--- src/rtl/multicycle_adder.sv ---
// Multicycle adder/subtractor: adds CHUNK bits per cycle, LSB slice first.
// Ports: clk, rst_n (sync, active-low), start/sub/a/b/cin in; busy, done, sum, cout, ovf out.
module multicycle_adder #(
   parameter int WIDTH = 16,
   parameter int CHUNK = 4
) (
   input  logic             clk,
   input  logic             rst_n,
   input  logic             start,
   input  logic             sub,
   input  logic [WIDTH-1:0] a,
   input  logic [WIDTH-1:0] b,
   input  logic             cin,
   output logic             busy,
   output logic             done,
   output logic [WIDTH-1:0] sum,
   output logic             cout,
   output logic             ovf
);

   localparam int N  = WIDTH / CHUNK;
   localparam int CW = (N > 1) ? $clog2(N) : 1;
   localparam logic [CW-1:0] LAST = CW'(N - 1);

   localparam logic [1:0] S_IDLE = 2'd0;
   localparam logic [1:0] S_RUN  = 2'd1;
   localparam logic [1:0] S_DONE = 2'd2;

   logic [1:0]       state_q, state_d;
   logic [WIDTH-1:0] a_q, a_d;
   logic [WIDTH-1:0] b_q, b_d;
   logic             c_q, c_d;
   logic [CW-1:0]    cnt_q, cnt_d;
   logic [WIDTH-1:0] acc_q, acc_d;
   logic [WIDTH-1:0] sum_q, sum_d;
   logic             cout_q, cout_d;
   logic             ovf_q, ovf_d;

   logic [CHUNK:0]   slice;
   logic             c_msb;
   logic [WIDTH-1:0] acc_nxt;

   always_comb begin
      slice = {1'b0, a_q[CHUNK-1:0]}
            + {1'b0, b_q[CHUNK-1:0]}
            + (CHUNK+1)'(c_q);
      // carry into the top bit of this slice, recovered from the sum bit
      c_msb = slice[CHUNK-1] ^ a_q[CHUNK-1] ^ b_q[CHUNK-1];
      // operands shift right, result slices enter from the top
      acc_nxt = (acc_q >> CHUNK)
              | (WIDTH'(slice[CHUNK-1:0]) << (WIDTH - CHUNK));
   end

   always_comb begin
      state_d = state_q;
      a_d     = a_q;
      b_d     = b_q;
      c_d     = c_q;
      cnt_d   = cnt_q;
      acc_d   = acc_q;
      sum_d   = sum_q;
      cout_d  = cout_q;
      ovf_d   = ovf_q;
      unique case (state_q)
         S_RUN: begin
            a_d   = a_q >> CHUNK;
            b_d   = b_q >> CHUNK;
            c_d   = slice[CHUNK];
            acc_d = acc_nxt;
            cnt_d = cnt_q + 1'b1;
            if (cnt_q == LAST) begin
               state_d = S_DONE;
               sum_d   = acc_nxt;
               cout_d  = slice[CHUNK];
               ovf_d   = c_msb ^ slice[CHUNK];
            end
         end
         default: begin
            if (start) begin
               a_d     = a;
               b_d     = sub ? ~b : b;
               c_d     = sub | cin;
               cnt_d   = '0;
               acc_d   = '0;
               state_d = S_RUN;
            end else begin
               state_d = S_IDLE;
            end
         end
      endcase
   end

   always_ff @(posedge clk) begin
      if (!rst_n) begin
         state_q <= S_IDLE;
         a_q     <= '0;
         b_q     <= '0;
         c_q     <= 1'b0;
         cnt_q   <= '0;
         acc_q   <= '0;
         sum_q   <= '0;
         cout_q  <= 1'b0;
         ovf_q   <= 1'b0;
      end else begin
         state_q <= state_d;
         a_q     <= a_d;
         b_q     <= b_d;
         c_q     <= c_d;
         cnt_q   <= cnt_d;
         acc_q   <= acc_d;
         sum_q   <= sum_d;
         cout_q  <= cout_d;
         ovf_q   <= ovf_d;
      end
   end

   assign busy = (state_q == S_RUN);
   assign done = (state_q == S_DONE);
   assign sum  = sum_q;
   assign cout = cout_q;
   assign ovf  = ovf_q;

endmodule

--- config.mk ---
export PLATFORM = sky130hd
export DESIGN_NAME = multicycle_adder
export DESIGN_NICKNAME = d
export VERILOG_FILES = /design/src/rtl/multicycle_adder.sv
export SDC_FILE = /design/constraint.sdc
export NUM_CORES = 1
export LEC_CHECK = 0
export ABC_AREA = 1
export ABC_CLOCK_PERIOD_IN_PS = 1900
export BUFFER_PORTS_ARGS = -buffer_cell sky130_fd_sc_hd__buf_2
export CAP_MARGIN = 0
export CORE_ASPECT_RATIO = 0.75
export CORE_MARGIN = 2
export CORE_UTILIZATION = 54
export CTS_CLUSTER_DIAMETER = 60
export DETAILED_ROUTE_END_ITERATION = 8
export MAX_ROUTING_LAYER = met4
export PLACE_DENSITY = 0.75
export RECOVER_POWER = 50
export SLEW_MARGIN = 20
export SYNTH_ARGS = -nofsm -noshare
export SYNTH_HDL_FRONTEND = slang
export SYNTH_SLANG_ARGS = --single-unit
--- constraint.sdc ---
create_clock -name clk -period 1.9 [get_ports clk]
set_clock_uncertainty 0.1 [all_clocks]
set_input_delay 0.095 -clock clk [delete_from_list [all_inputs] [get_ports clk]]
set_output_delay 0.095 -clock clk [all_outputs]
set_load 0.02 [all_outputs]
# After elaboration in Yosys (flattened, before gate mapping)
# Index checks and enable logic that the tools add are counted.
# classes
addsub	3
eq_ne	4
muxes	14
bitwise	7
reduce_logical	3
# ops
operator	n
12-bit 2-to-1 mux	4
16-bit 2-to-1 mux	3
16-bit inverter	1
12-bit by 16-bit OR with 16-bit output	1
2-bit 2-to-1 mux	4
4-bit by 4-bit adder with 5-bit output	1
5-bit by 1-bit adder with 5-bit output	1
2-bit equality test, second input constant	2
1-bit 2-to-1 mux	3
1-bit bitwise XOR	3
2-bit by 1-bit adder with 2-bit output, second input constant	1
2-bit by 1-bit equality test with 1-bit output, second input constant	1
2-bit by 1-bit != test with 1-bit output, second input constant	1
2-bit AND reduction	1
2-bit nonzero test	1
2-bit OR reduction	1
1-bit inverter	1
1-bit OR	1
# totals
regBits	71
inputBits	37
word_cells	42

# Longest topological paths before layout
# Gate-level depths: netlist of run 1.
# depth
word_depth	5
depth_mapped	10
mapped_depth_nobuf	10

# Least setup slack after synthesis of run 1
# No wires, ideal clock.
# synth_timing
kind	register to register
from	register a_q[0]
to	register ovf_q (netlist: ovf)
setup_time_ps	113
arrival_ps	1488
required_time_ps	1687
slack_ps	199
path_stages_with_launch	11
synth_period_minus_slack_ps	1701
path_cell_list	dfxtp_1 -> fa_1 -> inv_1 -> fa_1 -> nand3b_1 -> nand2_1 -> nand2_1 -> nand2_1 -> nand2_1 -> nand3_1 -> nand2_1
# synth_between
elab_chain_len	5
# synth_rtl
item	line_no	text
from (decl)	30	logic [WIDTH-1:0] a_q, a_d;
from (signal assigned)	96	a_q <= '0;
from (signal assigned)	106	a_q <= a_d;
4-bit by 4-bit adder with 5-bit output (*)	45	+ {1'b0, b_q[CHUNK-1:0]}
5-bit by 1-bit adder with 5-bit output (*)	46	+ (CHUNK+1)'(c_q);
1-bit bitwise XOR (2 in a row)	48	c_msb = slice[CHUNK-1] ^ a_q[CHUNK-1] ^ b_q[CHUNK-1];
1-bit bitwise XOR (*)	75	ovf_d = c_msb ^ slice[CHUNK];
to (signal assigned)	113	ovf_q <= ovf_d;
to (decl)	37	logic ovf_q, ovf_d;
# Mark *: on every way between the ends. The rest lies on a longest branch, timed or not.
# A chain may end at the register's enable or synchronous reset.

# Final worst setup path of run 1
# Same ends and word-level chain as after synthesis.

==> flow_summary.toml, run 1 <==
[run_status]
status = "completed"

[global_routing]
grt_pass1_vias = 2473
groute.usage.overall_pct = 27.1
grt_start_max_net_pins = 26
first_pass_grt_wire_length_microns = 11700
grt_antenna_before_repair = 0
grt_overflow = 0

[sta]
maxSlewViolCount = 0
timing.final.crit_period_ps = 1770
final_hold_fails = 0
fin_setup_tns_ps = 0
worst-slew-pin-transition_ps = 556
timing.slew.headroom_pct = 62.9
finalCritPeriodShare_pct = 92.9
maxClockFrequency_ghz = 0.566
finalSetupViolCount = 0

[yosys]
postSynthRegisterBits = 67
number_of_cells_produced_by_synthesis = 364
ys_seq_area_share_pct = 46.7
avgSynthCellArea_sq_um = 7.89
synth.net_count = 407
synth-edff-count = 0
synth_top_flop_cell = "dfxtp_1"
asyncSetResetFlopFracSynth_pct = 0
synth_area_leader_cell = "dfxtp_1"
post_synth_instance_area_sq_um = 2870
netlist_top_cells_area = "dfxtp_1, nand2_1, a21oi_1"
netlist.area_leader.share_pct = 46.7
yosysUniqueCellTypes = 27
synth_warnings = 0

[drt]
vias = 2664
drt_drc_violations_left = 0
avgRoutedWirePerCell_microns = 13.4
antenna_violating_nets_post_route = 0
drt_initial_violations = 298
route.detailed.vias_per_inst = 5.07
finalWirelength_microns = 7010
drt-pass1-iter-count = 6

[placed_design]
place.detailed.instances = 479
gp_routability_congestion = 0.853
placement.io_buffers = 56
dp.final_hpwl_microns = 4490
placed_cell_area_sq_um = 3130

[final_layout]
regArea_sq_um = 1350
layout-drive-gt1-share_pct = 16.3
final_cell_area_sq_um = 3600
multi_input_comb_area_sq_um = 1290
nFillCells = 431
num_antenna_cells = 0
final-instance-count-excl-fill = 525
finalCoreUtilization_pct = 71.9
syn2layout_area_growth_pct = 25.4
layout.nets = 491

[critical_path]
crit_chain = "fa_2 -> inv_1 -> fa_2 -> nand3b_1 -> nand2_2 -> nand2_1 -> nand2_1 -> nand2_1 -> nand3_1 -> nand2_1"
worstSetupStartpoint = "a_q[0]"
max_stage_delay_ps = 350
worst_path_dominant_cell_family = "simple AND/OR/NAND/NOR gates"
cp_data_required_time_ps = 2040
critical_path_arrival_ps = 1910
setup_cp_type = "register to register"
regToRegStartpoint = "a_q[0]"
maximum_net_fanout_on_the_critical_path = 3
worst_setup_path_end_kind = "register"
critical_path.n_buffers_inverters = 1
library_cell_contributing_the_largest_single_delay_on_the_critical_path = "dfxtp_2"
kind_of_start_point_of_the_critical_path = "register"
cp_common_cell = "nand2_1"

[clock_tree]
cts_root_buf = "clkbuf_8"
tritoncts.num_buffers = 9
worst_setup_hold_path_clk_slew_ps = 70
clkLatencyLatePin_ps = 340
tritoncts = "yes"
cts_htree_levels = 3
max-clock-path-buffers = 2
clock_sinks = 67

[hold_path]
worstHoldStart = "b[7]"
hold_path.class = "primary input to register"

[power]
share_clk_of_total_power_pct = 38.2
p_sw_mw = 0.770
p_seq_share_pct = 49.3
cellLeakagePower_nw = 1.52
pwr_density_cell_nw_per_um2 = 840
swShare_pct = 25.4
power_frac_comb_pct = 12.5
report.power.total_mw = 3.03
max-vdd-ir-drop_mv = 0.526
int_pwr_mw = 2.26

[job]
cap_viol_max_count = 0

[die]
die-width_microns = 88.2
die_span_y_microns = 67.2
die_area_sq_um = 5930
core_region_area_sq_um = 5010
top_level_ports = 57
row_count = 22
floorplan.initialDensity_pct = 57.3
power by group through the flow:
stage          Clock, mW  Combinational, mW  Sequential (mW)
2_1_floorplan          0              0.241             1.51
3_3_place_gp           0              0.314             1.52
3_5_place_dp           0              0.319             1.52
4_1_cts             1.18              0.368             1.49
5_1_grt             1.24              0.423             1.50
6_report            1.16              0.377             1.49
worst register-to-register path, cell delays in order (launching register included):
cell	delay, ps
dfxtp_2	350
fa_2	210
inv_1	50
fa_2	350
nand3b_1	190
nand2_2	110
nand2_1	70
nand2_1	60
nand2_1	50
nand3_1	80
nand2_1	50
cells in the mapped netlist (5+ instances only):
cell / count
buf_4: 5
xnor2_1: 5
nand2_1: 137
a31oi_1: 18
o21ai_0: 11
xor2_1: 12
a21oi_1: 29
nor2_1: 12
inv_1: 19
dfxtp_1: 67
nand3_1: 8
inv_2: 6
placed cells by master, fill, tap and decap left out, types with 6 or more instances in the layout:
master / netlist / layout
dfxtp_1: 67 / 64
nand3_1: 8 / 8
a21oi_1: 29 / 29
buf_2: 3 / 35
clkbuf_1: 2 / 21
o21ai_0: 11 / 11
inv_2: 6 / 6
inv_1: 19 / 19
clkbuf_8: 0 / 10
nor2_1: 12 / 12
a31oi_1: 18 / 18
nand2_1: 137 / 136
xor2_1: 12 / 12
dlygate4sd3_1: 0 / 30
area by class of cell:
| type | instances | area share, % |
|---|---|---|
| clock buffers | 11 | 3.92 |
| clock inverters | 5 | 1.46 |
| inverters | 25 | 2.61 |
| multi-input cells | 254 | 35.7 |
| flip-flops and latches | 67 | 37.3 |
| well taps | 72 | 2.50 |
| repair buffers | 91 | 16.5 |
metrics by stage:
step | worst slack, ps | hold WS [ps]
2_1_floorplan | 199 | 92.6
3_3_place_gp | 117 | 241
3_5_place_dp | 61.6 | 247
4_1_cts | 40.9 | 19.7
5_1_grt | -5.16 | 53.4
6_report | 134 | 41.5
flip-flops by register name, indices dropped and copies added (netlist names):
register  cells
b_q          16
cout          1
ovf           1
state_q       2
cnt_q         2
sum          16
c_q           1
a_q          16
acc_q        12
final timing paths:
check / to / slack [ps] / cells after the start
setup / recovery: ovf / 130 / 10
hold / removal: b_q[7] / 40 / 4
setup reg to reg: ovf / 130 / 10
hold reg to reg: sum[6] / 350 / 2
kinds of logic (layout without fill, tap and decap cells):
kind of cell / Yosys count / count (layout) / share of synthesized area [%]
AOI/OAI and AO/OA: 67 / 67 / 13.2
xor gates and xnor gates: 17 / 17 / 5.18
adders and majority gates: 6 / 6 / 3.14
buffers and inverters: 43 / 132 / 8.49
DFF: 67 / 67 / 46.7
and+or+nand+nor: 164 / 164 / 23.3
routing by layer:
layer	wire length (microns)	up-vias	part of all wire [%]	GRT usage, %
li1	-	1337	-	-
met4	106	0	1.5	7.58
met1	3190	1227	45	34.4
met5	0	-	0	-
met2	3320	85	47	42.8
met3	399	15	5.7	7.95
what timing repair did:
item | CTS | global route
hold buffers | 30 | 0
setup endpoints to repair | 0 | 1
hold endpoints to repair | 32 | 0
gates resized for setup | 0 | 6
buffers inserted | 0 | 0
Note: power is estimated with default switching activity, not from simulation.
==> inputs of run 2 (changes only) <==
ABC_CLOCK_PERIOD_IN_PS = 1700   (was 1900)
clock period = 1.7 ns   (was 1.9 ns; I/O delays follow)
==> flow_summary.toml, run 2 (synthesis results as in run 1) <==
[global_routing]
grt_overflow = 0
grt_pass1_vias = 2402
grt_antenna_before_repair = 0
first_pass_grt_wire_length_microns = 11100
grt_start_max_net_pins = 26
groute.usage.overall_pct = 25.7

[sta]
worst-slew-pin-transition_ps = 472
maxSlewViolCount = 0
final_setup_margin_ps = -79.3
timing.final.crit_period_ps = 1780
finalCritPeriodShare_pct = 105
final_hold_fails = 0
grt_setup_unrepaired = "yes"
maxClockFrequency_ghz = 0.562
finalSetupViolCount = 3
timing.slew.headroom_pct = 68.5

[drt]
drt_drc_violations_left = 0
finalWirelength_microns = 6810
drt-pass1-iter-count = 4
antenna_violating_nets_post_route = 0
vias = 2635
route.detailed.vias_per_inst = 4.93
drt_initial_violations = 181
avgRoutedWirePerCell_microns = 12.7

[final_layout]
num_antenna_cells = 0
final-instance-count-excl-fill = 535
most-common-layout-cells = "nand2_1, dfxtp_1, buf_2, dlygate4sd3_1, a21oi_1"
layout.cells.most_common = "nand2_1"
syn2layout_area_growth_pct = 29.7
nFillCells = 385
finalCoreUtilization_pct = 74.4
layout-drive-gt1-share_pct = 17.1
layout.nets = 501

[critical_path]
worstSetupStartpoint = "b_q[0]"
cp_data_required_time_ps = 1850
worstSetupEndpoint = "ovf"
kind_of_start_point_of_the_critical_path = "register"
setup_cp_type = "register to register"
critical_path_arrival_ps = 1930
regToRegStartpoint = "b_q[0]"
maximum_net_fanout_on_the_critical_path = 3
worst_setup_path_end_kind = "register"
r2r.worst_path.cells = 10
rrSetupSlack_ps = -80
destination_of_the_worst_register_to_register_timing_path = "ovf"

[clock_tree]
worst_setup_hold_path_clk_slew_ps = 70
tritoncts = "yes"
tritoncts.num_buffers = 9
max-clock-path-buffers = 2
cts_htree_levels = 3
clkLatencyLatePin_ps = 350
clock_sinks = 67
cts_root_buf = "clkbuf_8"

[die]
top_level_ports = 57
die_span_y_microns = 67.2
floorplan.initialDensity_pct = 57.3
core_region_area_sq_um = 5010
row_count = 22
die-width_microns = 88.2
die_area_sq_um = 5930

[power]
pwr_density_cell_nw_per_um2 = 943
cellLeakagePower_nw = 1.58
max-vdd-ir-drop_mv = 0.556
report.power.total_mw = 3.51

[placed_design]
gp_routability_congestion = 0.830
place.detailed.instances = 482
placement.io_buffers = 56
dp.final_hpwl_microns = 4450

[run_status]
status = "complete, but fails checks"
failed_checks = "negative setup slack"

[job]
cap_viol_max_count = 0

[hold_path]
hold_path.class = "primary input to register"
==> run 2: cell types whose count changed in the layout (fill, tap and decap cells not counted), sizes merged <==
cell	before	now
dlygate4sd3	30	36
buf	40	45
bufinv	1	2
clkbuf	32	31
clkinv	3	2
==> run 2: area by class of cell <==
class | count | area, sq um | share of cell area (%)
flip-flops and latches | 67 | 1350 | 36.1
multi-input cells | 254 | 1310 | 35.1
repair buffers | 101 | 682 | 18.3
clock buffers | 11 | 131 | 3.52
inverters | 25 | 93.8 | 2.52
well taps | 72 | 90.1 | 2.42
clock inverters | 5 | 77.6 | 2.08
==> run 2: worst min path at each step <==
| stage | start | endpoint | depth (start not counted) |
|---|---|---|---|
| after CTS | b[1] | b_q[1] | 4 |
| final | b[1] | b_q[1] | 4 |
| after global routing | b[1] | b_q[1] | 4 |
| after floorplan | rst_n | a_q[11] | 2 |
| after global placement | a[13] | a_q[13] | 3 |
| after detailed placement | a[14] | a_q[14] | 3 |
==> run 2: what timing repair did <==
item / 4_1_cts / 5_1_grt
hold buffers: 36 / 0
endpoints found under the hold margin: 35 / 0
setup buffers: 1 / 0
pin swaps: 2 / 2
gates resized for setup: 6 / 5
setup endpoints to repair: 3 / 6
==> run 2: layer usage <==
| metal | global-route usage [%] | vias to the layer above | share of wire [%] |
|---|---|---|---|
| met5 | - | - | 0 |
| met4 | 6.82 | 0 | 1.5 |
| met3 | 7.95 | 9 | 5.9 |
| met2 | 40.0 | 76 | 46 |
| met1 | 32.6 | 1195 | 46 |
| li1 | - | 1355 | - |
==> run 2: worst max-delay path, stage by stage, from the launching register on <==
cell	delay [ps]
dfxtp_2	350
fa_2	220
inv_2	40
fa_2	340
nand3b_1	220
nand2_2	120
nand2_2	50
nand2_1	60
nand2_1	60
nand3_1	80
nand2_1	50
==> run 2: power breakdown <==
part	internal, mW	switching [mW]
logic	0.199	0.242
clock network	0.821	0.583
registers	1.63	0.0374
==> run 2: stage by stage <==
| step | cell area [sq um] | hold slack, ps | setup TNS, ps | setup slack [ps] |
|---|---|---|---|---|
| finish | 3730 | 10.1 | -145 | -79.3 |
| detailed placement | 3150 | 249 | -125 | -103 |
| floorplan | 2870 | 82.6 | 0 | 6.84 |
| global route | 3730 | 44.6 | -1390 | -168 |
| CTS | 3740 | 11.0 | -28.0 | -28.0 |
| global placement | 3150 | 232 | -56.5 | -56.5 |
==> inputs of run 3 (changes only) <==
ABC_CLOCK_PERIOD_IN_PS = 2200   (was 1700)
CORE_UTILIZATION = 55   (was 54)
PLACE_DENSITY = 0.77   (was 0.75)
clock period = 2.2 ns   (was 1.7 ns; I/O delays follow)
==> flow_summary.toml, run 3 (synthesis results as in run 1) <==
[run_status]
status = "completed"

[drt]
drt_drc_violations_left = 0
route.detailed.vias_per_inst = 5.05
antenna_violating_nets_post_route = 0
finalWirelength_microns = 6750
drt-pass1-iter-count = 5
vias = 2562
avgRoutedWirePerCell_microns = 13.3
drt_initial_violations = 163

[critical_path]
worst_setup_path_end_kind = "register"
cp_data_required_time_ps = 2380
kind_of_start_point_of_the_critical_path = "register"
library_cell_contributing_the_largest_single_delay_on_the_critical_path = "dlygate4sd3_1"
maximum_net_fanout_on_the_critical_path = 25
setup_cp_type = "register to register"
rrSetupSlack_ps = 190
critical_path.n_buffers_inverters = 4
destination_of_the_worst_register_to_register_timing_path = "a_q[11]"
regToRegStartpoint = "state_q[1]"
worst_path_dominant_cell_family = "buffers and inverters"
max_stage_delay_ps = 560
crit_chain = "inv_2 -> nand2_4 -> inv_2 -> nor2_8 -> nand2_1 -> nand3_1 -> nand2_1 -> dlygate4sd3_1 -> inv_1"
critical_path_arrival_ps = 2190
r2r.worst_path.cells = 9

[die]
die-width_microns = 87.5
die_span_y_microns = 66.6
floorplan.initialDensity_pct = 58.0
row_count = 22
die_area_sq_um = 5820
top_level_ports = 57
core_region_area_sq_um = 4950

[clock_tree]
clkLatencyLatePin_ps = 330
cts_htree_levels = 3
tritoncts = "yes"
clock_sinks = 67
tritoncts.num_buffers = 9
cts_root_buf = "clkbuf_8"
worst_setup_hold_path_clk_slew_ps = 70
max-clock-path-buffers = 2

[sta]
grt_setup_unrepaired = "no"
worst-slew-pin-transition_ps = 498
final_hold_fails = 0
maxSlewViolCount = 0
maxClockFrequency_ghz = 0.497
finalSetupViolCount = 0
timing.slew.headroom_pct = 66.8
fin_setup_tns_ps = 0
timing.final.crit_period_ps = 2010
finalCritPeriodShare_pct = 91.5

[global_routing]
grt_overflow = 0
groute.usage.overall_pct = 25.7
first_pass_grt_wire_length_microns = 11100
grt_start_max_net_pins = 34
grt_pass1_vias = 2362
grt_antenna_before_repair = 0

[placed_design]
gp_routability_congestion = 0.885
dp.final_hpwl_microns = 4310
placement.io_buffers = 56
place.detailed.instances = 464

[final_layout]
regArea_sq_um = 1340
layout-drive-gt1-share_pct = 14.1
nFillCells = 409
most-common-layout-cells = "nand2_1, dfxtp_1, buf_2, a21oi_1, dlygate4sd3_1"
num_antenna_cells = 0
final-instance-count-excl-fill = 507
layout.cells.most_common = "nand2_1"
multi_input_comb_area_sq_um = 1290
layout.nets = 485
syn2layout_area_growth_pct = 23.4

[power]
max-vdd-ir-drop_mv = 0.526
cellLeakagePower_nw = 1.51
pwr_density_cell_nw_per_um2 = 747

[hold_path]
hold_path_cells = 3
worstHoldStart = "cin"
holdPathEnd = "c_q"
hold_path.class = "primary input to register"

[job]
cap_viol_max_count = 0
==> run 3: cell count changes in the layout (fill, tap and decap cells not counted), moves of 3 or more <==
cell	change
clkbuf_8	+3
dlygate4sd3_1	-9
dfxtp_2	-3
dfxtp_1	+3
buf_4	-5
==> run 3: power breakdown <==
part	switching (mW)	internal (mW)	total, mW
clock	0.424	0.619	1.04
combinational	0.184	0.133	0.316
sequential	0.0273	1.26	1.29
total	0.635	2.01	2.65
==> run 3: worst register-to-register path, delay by kind of cell (launching register included) <==
| kind | cells | cell delay [ps] |
|---|---|---|
| and+or+nand+nor | 5 | 680 |
| DFF | 1 | 320 |
| buffers and inverters | 4 | 870 |
==> run 3: worst max-delay path by stage <==
stage / from / end / cells past startpoint / slack (ps)
after detailed placement: a_q[0] / ovf / 10 / 400
after CTS: state_q[1] / a_q[11] / 9 / 180
after global routing: state_q[1] / a_q[11] / 9 / 20
after floorplan: a_q[0] / ovf / 10 / 500
final: state_q[1] / a_q[11] / 9 / 190
after global placement: a_q[0] / ovf / 10 / 440
==> run 3: per-layer routing <==
metal	wire length, microns	global-route usage [%]	up-vias	share of wire (%)
met4	83	7.88	0	1.2
li1	-	-	1330	-
met1	3330	34.7	1157	49
met2	3000	38.6	65	44
met5	0	-	-	0
met3	337	5.95	10	5.0
==> run 3: area by class of cell <==
type	count	share of cell area, %
Multi-Input combinational cell	254	36.3
Timing Repair Buffer	85	15.2
Clock inverter	1	0.847
Inverter	25	2.72
Tap cell	60	2.12
Sequential cell	67	37.8
Clock buffer	15	4.98
==> run 3: repair_timing <==
action	in CTS	in global routing
hold buffers	27	0
setup endpoints to repair	0	1
hold endpoints to repair	29	0
gates resized for setup	0	2
setup buffers	0	0
==> run 3: metrics by stage <==
step                      power, mW  setup slack [ps]  hold WS [ps]  utilization [%]  cell area (sq um)
after CTS                      2.65               184          3.81             72.0               3570
after global routing           2.75              17.4          30.3             71.5               3540
after floorplan                1.52               499           108                -               2870
after global placement         1.58               440           256             62.4               3090
after detailed placement       1.59               397           265             62.4               3090
final                          2.65               187          21.4             71.5               3540
